$ cat config.mk
export PLATFORM = sky130hd
export DESIGN_NAME = demux_1_16_collector_flat
export DESIGN_NICKNAME = d
export VERILOG_FILES = /design/src/rtl/demux_1_16_collector_if.sv /design/src/rtl/demux_1_16_collector.sv /design/src/flat_wrapper.sv
export SDC_FILE = /design/constraint.sdc
export NUM_CORES = 1
export LEC_CHECK = 0
export CAP_MARGIN = 40
export CORE_MARGIN = 3
export CORE_UTILIZATION = 45
export DETAILED_ROUTE_END_ITERATION = 8
export PLACE_DENSITY = 0.86
export SLEW_MARGIN = 15
export SYNTH_ARGS = -nofsm -noshare
export SYNTH_HDL_FRONTEND = slang
export SYNTH_SLANG_ARGS = --single-unit
$ cat constraint.sdc
create_clock -name clk -period 3.8 [get_ports clk]
set_input_delay 0.76 -clock clk [delete_from_list [all_inputs] [get_ports clk]]
set_output_delay 0.76 -clock clk [all_outputs]
set_load 0.05 [all_outputs]
$ cat src/rtl/demux_1_16_collector_if.sv
// ---------------------------------------------------------------------------
// demux_1_16_collector_if
// Bundles the serial input side and the parallel word output side of the
// 1:16 collector.
//   Input side : in_bit, in_valid, in_ready, sel_mode, select, flush, slot_en
//   Output side: w, w_mask, w_valid, w_ready
// Modports:
//   master - the environment: drives the bit stream and controls, consumes words
//   slave  - the collector itself
// ---------------------------------------------------------------------------
interface demux_1_16_collector_if #(
    parameter int N     = 16,
    parameter int SEL_W = 4
);
    logic             in_bit;
    logic             in_valid;
    logic             in_ready;
    logic             sel_mode;
    logic [SEL_W-1:0] select;
    logic             flush;
    logic [N-1:0]     slot_en;
    logic [N-1:0]     w;
    logic [N-1:0]     w_mask;
    logic             w_valid;
    logic             w_ready;

    modport master (
        output in_bit, in_valid, sel_mode, select, flush, w_ready,
        input  in_ready, slot_en, w, w_mask, w_valid
    );

    modport slave (
        input  in_bit, in_valid, sel_mode, select, flush, w_ready,
        output in_ready, slot_en, w, w_mask, w_valid
    );
endinterface

$ cat src/rtl/demux_1_16_collector.sv
// ---------------------------------------------------------------------------
// demux_1_16_collector
// Collects a serial bit stream into a 16-bit parallel word. Each accepted
// bit lands in the slot addressed either by an internal auto-increment
// counter (sel_mode=0) or by the external select (sel_mode=1, select[3:2] =
// group, select[1:0] = bit in group, so the slot index is select itself).
// When every slot has been written, or on a flush with at least one slot
// written, the word and its write mask are offered on a valid/ready output.
//
// Ports:
//   clk  - rising-edge clock
//   rst  - asynchronous, active-high reset
//   bus  - demux_1_16_collector_if.slave
//          in_bit/in_valid/in_ready : serial input handshake
//          sel_mode/select          : slot addressing mode / external slot
//          flush                    : emit a partially filled word
//          slot_en                  : one-hot target slot, zero when not ready
//          w/w_mask/w_valid/w_ready : collected word output handshake
//
// N and SEL_W are carried for documentation; only N=16, SEL_W=4 is valid.
// ---------------------------------------------------------------------------
module demux_1_16_collector #(
    parameter int N     = 16,
    parameter int SEL_W = 4
) (
    input  logic                         clk,
    input  logic                         rst,
    demux_1_16_collector_if.slave        bus
);

    typedef enum logic {
        FILL = 1'b0,
        HOLD = 1'b1
    } state_t;

    state_t           r_state;
    logic [SEL_W-1:0] r_cnt;
    logic [N-1:0]     r_w;
    logic [N-1:0]     r_w_mask;
    logic             r_in_ready;
    logic             r_w_valid;

    logic [SEL_W-1:0] w_slot;
    logic [N-1:0]     w_slot_dec;
    logic [N-1:0]     w_wr_en;
    logic [N-1:0]     w_word_next;
    logic [N-1:0]     w_mask_next;
    logic             w_accept;
    logic             w_emit;

    // The group/bit split of select concatenates straight back into the
    // slot index, so no arithmetic is needed.
    assign w_slot   = bus.sel_mode ? bus.select : r_cnt;
    assign w_accept = bus.in_valid & r_in_ready;

    genvar gi;
    generate
        for (gi = 0; gi < N; gi++) begin : g_slot
            assign w_slot_dec[gi]  = (w_slot == SEL_W'(gi));
            assign w_wr_en[gi]     = w_accept & w_slot_dec[gi];
            assign w_word_next[gi] = w_wr_en[gi] ? bus.in_bit : r_w[gi];
            assign w_mask_next[gi] = r_w_mask[gi] | w_wr_en[gi];
        end
    endgenerate

    // Decisions use the post-write mask so the bit accepted on the completing
    // or flushing edge is part of the emitted word. A flush with nothing
    // written and nothing arriving leaves the mask empty and is ignored.
    assign w_emit = (&w_mask_next) | (bus.flush & (|w_mask_next));

    assign bus.slot_en  = w_slot_dec & {N{r_in_ready}};
    assign bus.in_ready = r_in_ready;
    assign bus.w_valid  = r_w_valid;
    assign bus.w        = r_w;
    assign bus.w_mask   = r_w_mask;

    always_ff @(posedge clk or posedge rst) begin
        if (rst) begin
            r_state    <= FILL;
            r_cnt      <= '0;
            r_w        <= '0;
            r_w_mask   <= '0;
            r_in_ready <= 1'b1;
            r_w_valid  <= 1'b0;
        end else begin
            case (r_state)
                FILL: begin
                    r_w      <= w_word_next;
                    r_w_mask <= w_mask_next;
                    // Select-mode writes leave the counter where it was so
                    // auto mode resumes from the same slot.
                    if (w_accept && !bus.sel_mode) begin
                        r_cnt <= r_cnt + SEL_W'(1);
                    end
                    if (w_emit) begin
                        r_state    <= HOLD;
                        r_in_ready <= 1'b0;
                        r_w_valid  <= 1'b1;
                    end
                end
                HOLD: begin
                    // Inputs and flush are ignored here; the word is frozen.
                    // Ready comes back one cycle after the take, leaving a
                    // one-cycle bubble per word.
                    if (bus.w_ready) begin
                        r_state    <= FILL;
                        r_cnt      <= '0;
                        r_w        <= '0;
                        r_w_mask   <= '0;
                        r_in_ready <= 1'b1;
                        r_w_valid  <= 1'b0;
                    end
                end
            endcase
        end
    end

endmodule

$ cat src/flat_wrapper.sv
// flat-port wrapper written by rule: the top's interface ports become plain ports
module demux_1_16_collector_flat 
#(
    parameter int N     = 16,
    parameter int SEL_W = 4
)
  (clk, rst, bus_in_bit, bus_in_valid, bus_sel_mode, bus_select, bus_flush, bus_w_ready, bus_in_ready, bus_slot_en, bus_w, bus_w_mask, bus_w_valid);
  demux_1_16_collector_if #(.N(N), .SEL_W(SEL_W)) bus_i ();
  input  logic clk;
  input  logic rst;
  input wire logic [$bits(bus_i.in_bit)-1:0] bus_in_bit;
  input wire logic [$bits(bus_i.in_valid)-1:0] bus_in_valid;
  input wire logic [$bits(bus_i.sel_mode)-1:0] bus_sel_mode;
  input wire logic [$bits(bus_i.select)-1:0] bus_select;
  input wire logic [$bits(bus_i.flush)-1:0] bus_flush;
  input wire logic [$bits(bus_i.w_ready)-1:0] bus_w_ready;
  output wire logic [$bits(bus_i.in_ready)-1:0] bus_in_ready;
  output wire logic [$bits(bus_i.slot_en)-1:0] bus_slot_en;
  output wire logic [$bits(bus_i.w)-1:0] bus_w;
  output wire logic [$bits(bus_i.w_mask)-1:0] bus_w_mask;
  output wire logic [$bits(bus_i.w_valid)-1:0] bus_w_valid;
  assign bus_i.in_bit = bus_in_bit;
  assign bus_i.in_valid = bus_in_valid;
  assign bus_i.sel_mode = bus_sel_mode;
  assign bus_i.select = bus_select;
  assign bus_i.flush = bus_flush;
  assign bus_i.w_ready = bus_w_ready;
  assign bus_in_ready = bus_i.in_ready;
  assign bus_slot_en = bus_i.slot_en;
  assign bus_w = bus_i.w;
  assign bus_w_mask = bus_i.w_mask;
  assign bus_w_valid = bus_i.w_valid;
  demux_1_16_collector #(.N(N), .SEL_W(SEL_W)) u_core (.clk(clk), .rst(rst), .bus(bus_i));
endmodule
==> results.py <==
metrics = {
    "sta": {
        "fin_crit_sh_pct": 86.14,
        "finalCriticalPeriod_ns": 3.273,
        "finalHoldViolCount": 0,
        "slew_headroom_pct": 55.56,
        "setup_violations": 0,
        "worstMarginPinSlew_ns": 0.6597,
        "clock.fmax_mhz": 305.5,
        "skew_ns": 0.004294,
        "setup_tns_ns": 0,
        "grt_setup_unrepaired": "no",
        "fin_hold_ws_ns": 0.5037,
        "slew_viol_final": 0,
    },
    "floorplanning": {
        "die_w_um": 78.86,
        "num_rows": 25,
        "start_util_pct": 48.64,
        "die-height_um": 78.86,
        "dieArea_sq_um": 6218,
        "core_area_sq_um": 4911,
        "io_pins": 61,
    },
    "detailed_routing": {
        "vias": 2428,
        "firstDrtPassIters": 4,
        "met2WireLength_mm": 3.362,
        "met1_length_mm": 3.227,
        "ant_nets": 0,
        "wl_per_cell_um": 18.07,
        "wl_met3_um": 562,
        "drc_errors": 0,
        "highest_layer": "met4",
        "wirelength_mm": 7.320,
        "via_per_inst": 5.995,
        "drt_iter0_markers": 212,
    },
    "cts": {
        "htreeDepth": 2,
        "postCtsSetupRepairBufs": 0,
        "cts_made_buffers": 5,
        "clock_latency_ns": 0.30,
        "post_cts_resized": 0,
        "clk_pin_slew_ns": 0.08,
        "cts_sinks": 39,
        "hold_buffers": 0,
        "cts_tree": "done",
        "cts_max_path_buffers": 2,
        "root_buffer": "clkbuf_8",
    },
    "yosys": {
        "yosysSeqAreaShare_pct": 40.91,
        "synth_edf_count": 0,
        "synth_seq_cells": 39,
        "yosysTopAreaCell": "dfrtp_1",
        "synth_cells": 282,
        "synthesis.nets": 294,
        "synth_ff_type": "dfrtp_1",
        "syn_area_sq_um": 2389,
        "ys_top_cells_by_area": "dfrtp_1 40%, nor2_1 6.8%, o21ai_0 5.9%, nand2_1 4.9%, a21oi_1 2.5%",
        "async_reset_ff_share_pct": 100.0,
        "yosysTopAreaCellShare_pct": 39.81,
        "syn_area_per_cell_sq_um": 8.470,
        "yosys_warnings": 0,
        "yosysUniqueCellTypes": 52,
    },
    "grt": {
        "grt_overflow": 0,
        "grt_pass1_wl_mm": 11.83,
        "antenna_found_initial": 0,
        "grt_pass1_vias": 2294,
        "gr-usage-all-layers_pct": 24.73,
        "grt_start_max_net_pins": 40,
    },
    "setup_path": {
        "path_max_fanout": 9,
        "r2r_cells": 6,
        "worstSetupStartpointType": "primary input",
        "r2r_slack_ns": 1.53,
        "path_class": "in2out",
        "worstSetupEndpointType": "primary output",
        "arrival_ns": 2.51,
        "worstPathRequired_ns": 3.04,
    },
    "pwr": {
        "comb_power_share_pct": 44.8,
        "totalPowerFinal_mw": 1.607,
        "power_density_nw_per_um2": 499.2,
        "pwr-share-seq_pct": 37.7,
        "p_leak_nw": 1.338,
        "vdd_drop_max_mv": 0.3578,
        "p_int_mw": 0.8717,
        "p_clk_share_pct": 17.4,
        "p_sw_mw": 0.7354,
        "sw_frac_of_total_pct": 45.76,
    },
    "finish": {
        "drive_above_1_share_pct": 10.95,
        "final_cell_area_sq_um": 3219,
        "area_delta_synth_final_pct": 34.78,
        "fin_nets": 349,
        "diodes": 0,
    },
    "hold_path": {
        "hold-path-cell-count": 2,
        "hp-class": "reg2reg",
    },
    "job": {
        "max_cap_viol_count": 0,
    },
    "placed_design": {
        "place_congestion": 0.9014,
        "postPlaceCellArea_sq_um": 3136,
        "dp_hpwl_mm": 5.360,
        "port_buffers": 60,
    },
    "status": {
        "status": "finished clean",
    },
}
[per-stage QoR]
step           std cells  setup slack (ns)  utilization, %
2_1_floorplan        282            0.8266               -
3_3_place_gp         397            0.5966           63.85
3_5_place_dp         397            0.5470           63.85
4_1_cts              405            0.5393           65.55
5_1_grt              405            0.3911           65.55
6_report             405            0.5266           65.55
[critical path, cell delays in order]
cell	delay, ns
clkdlybuf4s50_1	0.61
and3b_1	0.24
o21ai_0	0.54
nor2_1	0.17
buf_12	0.19
[synthesized netlist by cell type (all sizes together) (3+ instances only)]
cell type	number
a211oi	4
a21o	8
a21oi	12
a221oi	3
a31oi	4
and4	3
buf	12
clkbuf	6
dfrtp	38
inv	10
mux2i	4
nand2	32
nand3	6
nand3b	6
nand4	5
nand4b	3
nor2	43
nor3	6
nor3b	6
nor4	3
o21ai	28
o22ai	8
or3	3
or3b	3
[cell type report]
class	instances	area, sq um
fillers	409	1692
multi-input cells	215	1269
flip-flops and latches	39	977.2
repair buffers	66	768.2
well taps	67	83.83
clock buffers	7	76.32
inverters	10	37.54
clock inverters	1	7.507
[state kept, by name, summed over array words and instances (netlist names)]
signal               flops
u_core.bus.in_ready      1
u_core.bus.w            16
u_core.bus.w_mask       16
u_core.bus.w_valid       1
u_core.r_cnt             4
u_core.r_state           1
[final timing paths]
check	startpoint	end
worst max-delay path	bus_sel_mode	bus_slot_en[15]
worst min-delay path	u_core.bus.w_valid$_DFFE_PP0P_	u_core.bus.w_valid$_DFFE_PP0P_
worst max register to register	u_core.bus.in_ready$_DFFE_PP1P_	u_core.bus.in_ready$_DFFE_PP1P_
worst min register to register	u_core.bus.w_valid$_DFFE_PP0P_	u_core.bus.w_valid$_DFFE_PP0P_
max in group asynchronous	rst	u_core.bus.in_ready$_DFFE_PP1P_
min in group asynchronous	rst	u_core.bus.w[12]$_DFFE_PP0P_
[cell usage in the layout, fill, tap and decap left out, types with 4 or more instances in the layout]
cell / count
nand3b_1: 5
nor3_1: 6
o21ai_0: 28
a31oi_1: 4
nand3_1: 6
buf_4: 9
dfrtp_1: 38
nor2_1: 43
nor3b_1: 5
a21oi_1: 12
clkbuf_8: 5
a21o_1: 8
buf_12: 13
a211oi_1: 4
clkdlybuf4s50_1: 44
nand4_1: 5
nand2_1: 31
inv_1: 10
mux2i_1: 4
o22ai_1: 8
[cells by family (layout without fill, tap and decap cells)]
kind of cell	Yosys count	in the layout	share of synthesized area [%]
fa+ha+maj	1	1	0.5238
mux	4	4	1.676
xor+xnor	1	1	0.3668
compound gates	81	81	22.26
buf+inv	28	84	5.971
flops	39	39	40.91
simple gates	128	128	28.29
[routing by layer]
| layer | GRT usage, % | vias up |
|---|---|---|
| met1 | 34.01 | 1155 |
| met2 | 38.12 | 120 |
| met3 | 6.009 | 15 |
| met5 | 0 | - |
| met4 | 8.763 | 0 |
| li1 | - | 1138 |
[power groups by stage]
stage,Sequential (mW),Combinational [mW],Clock (mW)
after global routing,0.619,0.766,0.302
final,0.606,0.720,0.280
after detailed placement,0.608,0.715,0
after CTS,0.601,0.718,0.280
after global placement,0.606,0.706,0
after floorplan,0.711,0.359,0
No activity file was read; power rests on OpenSTA's default activity.
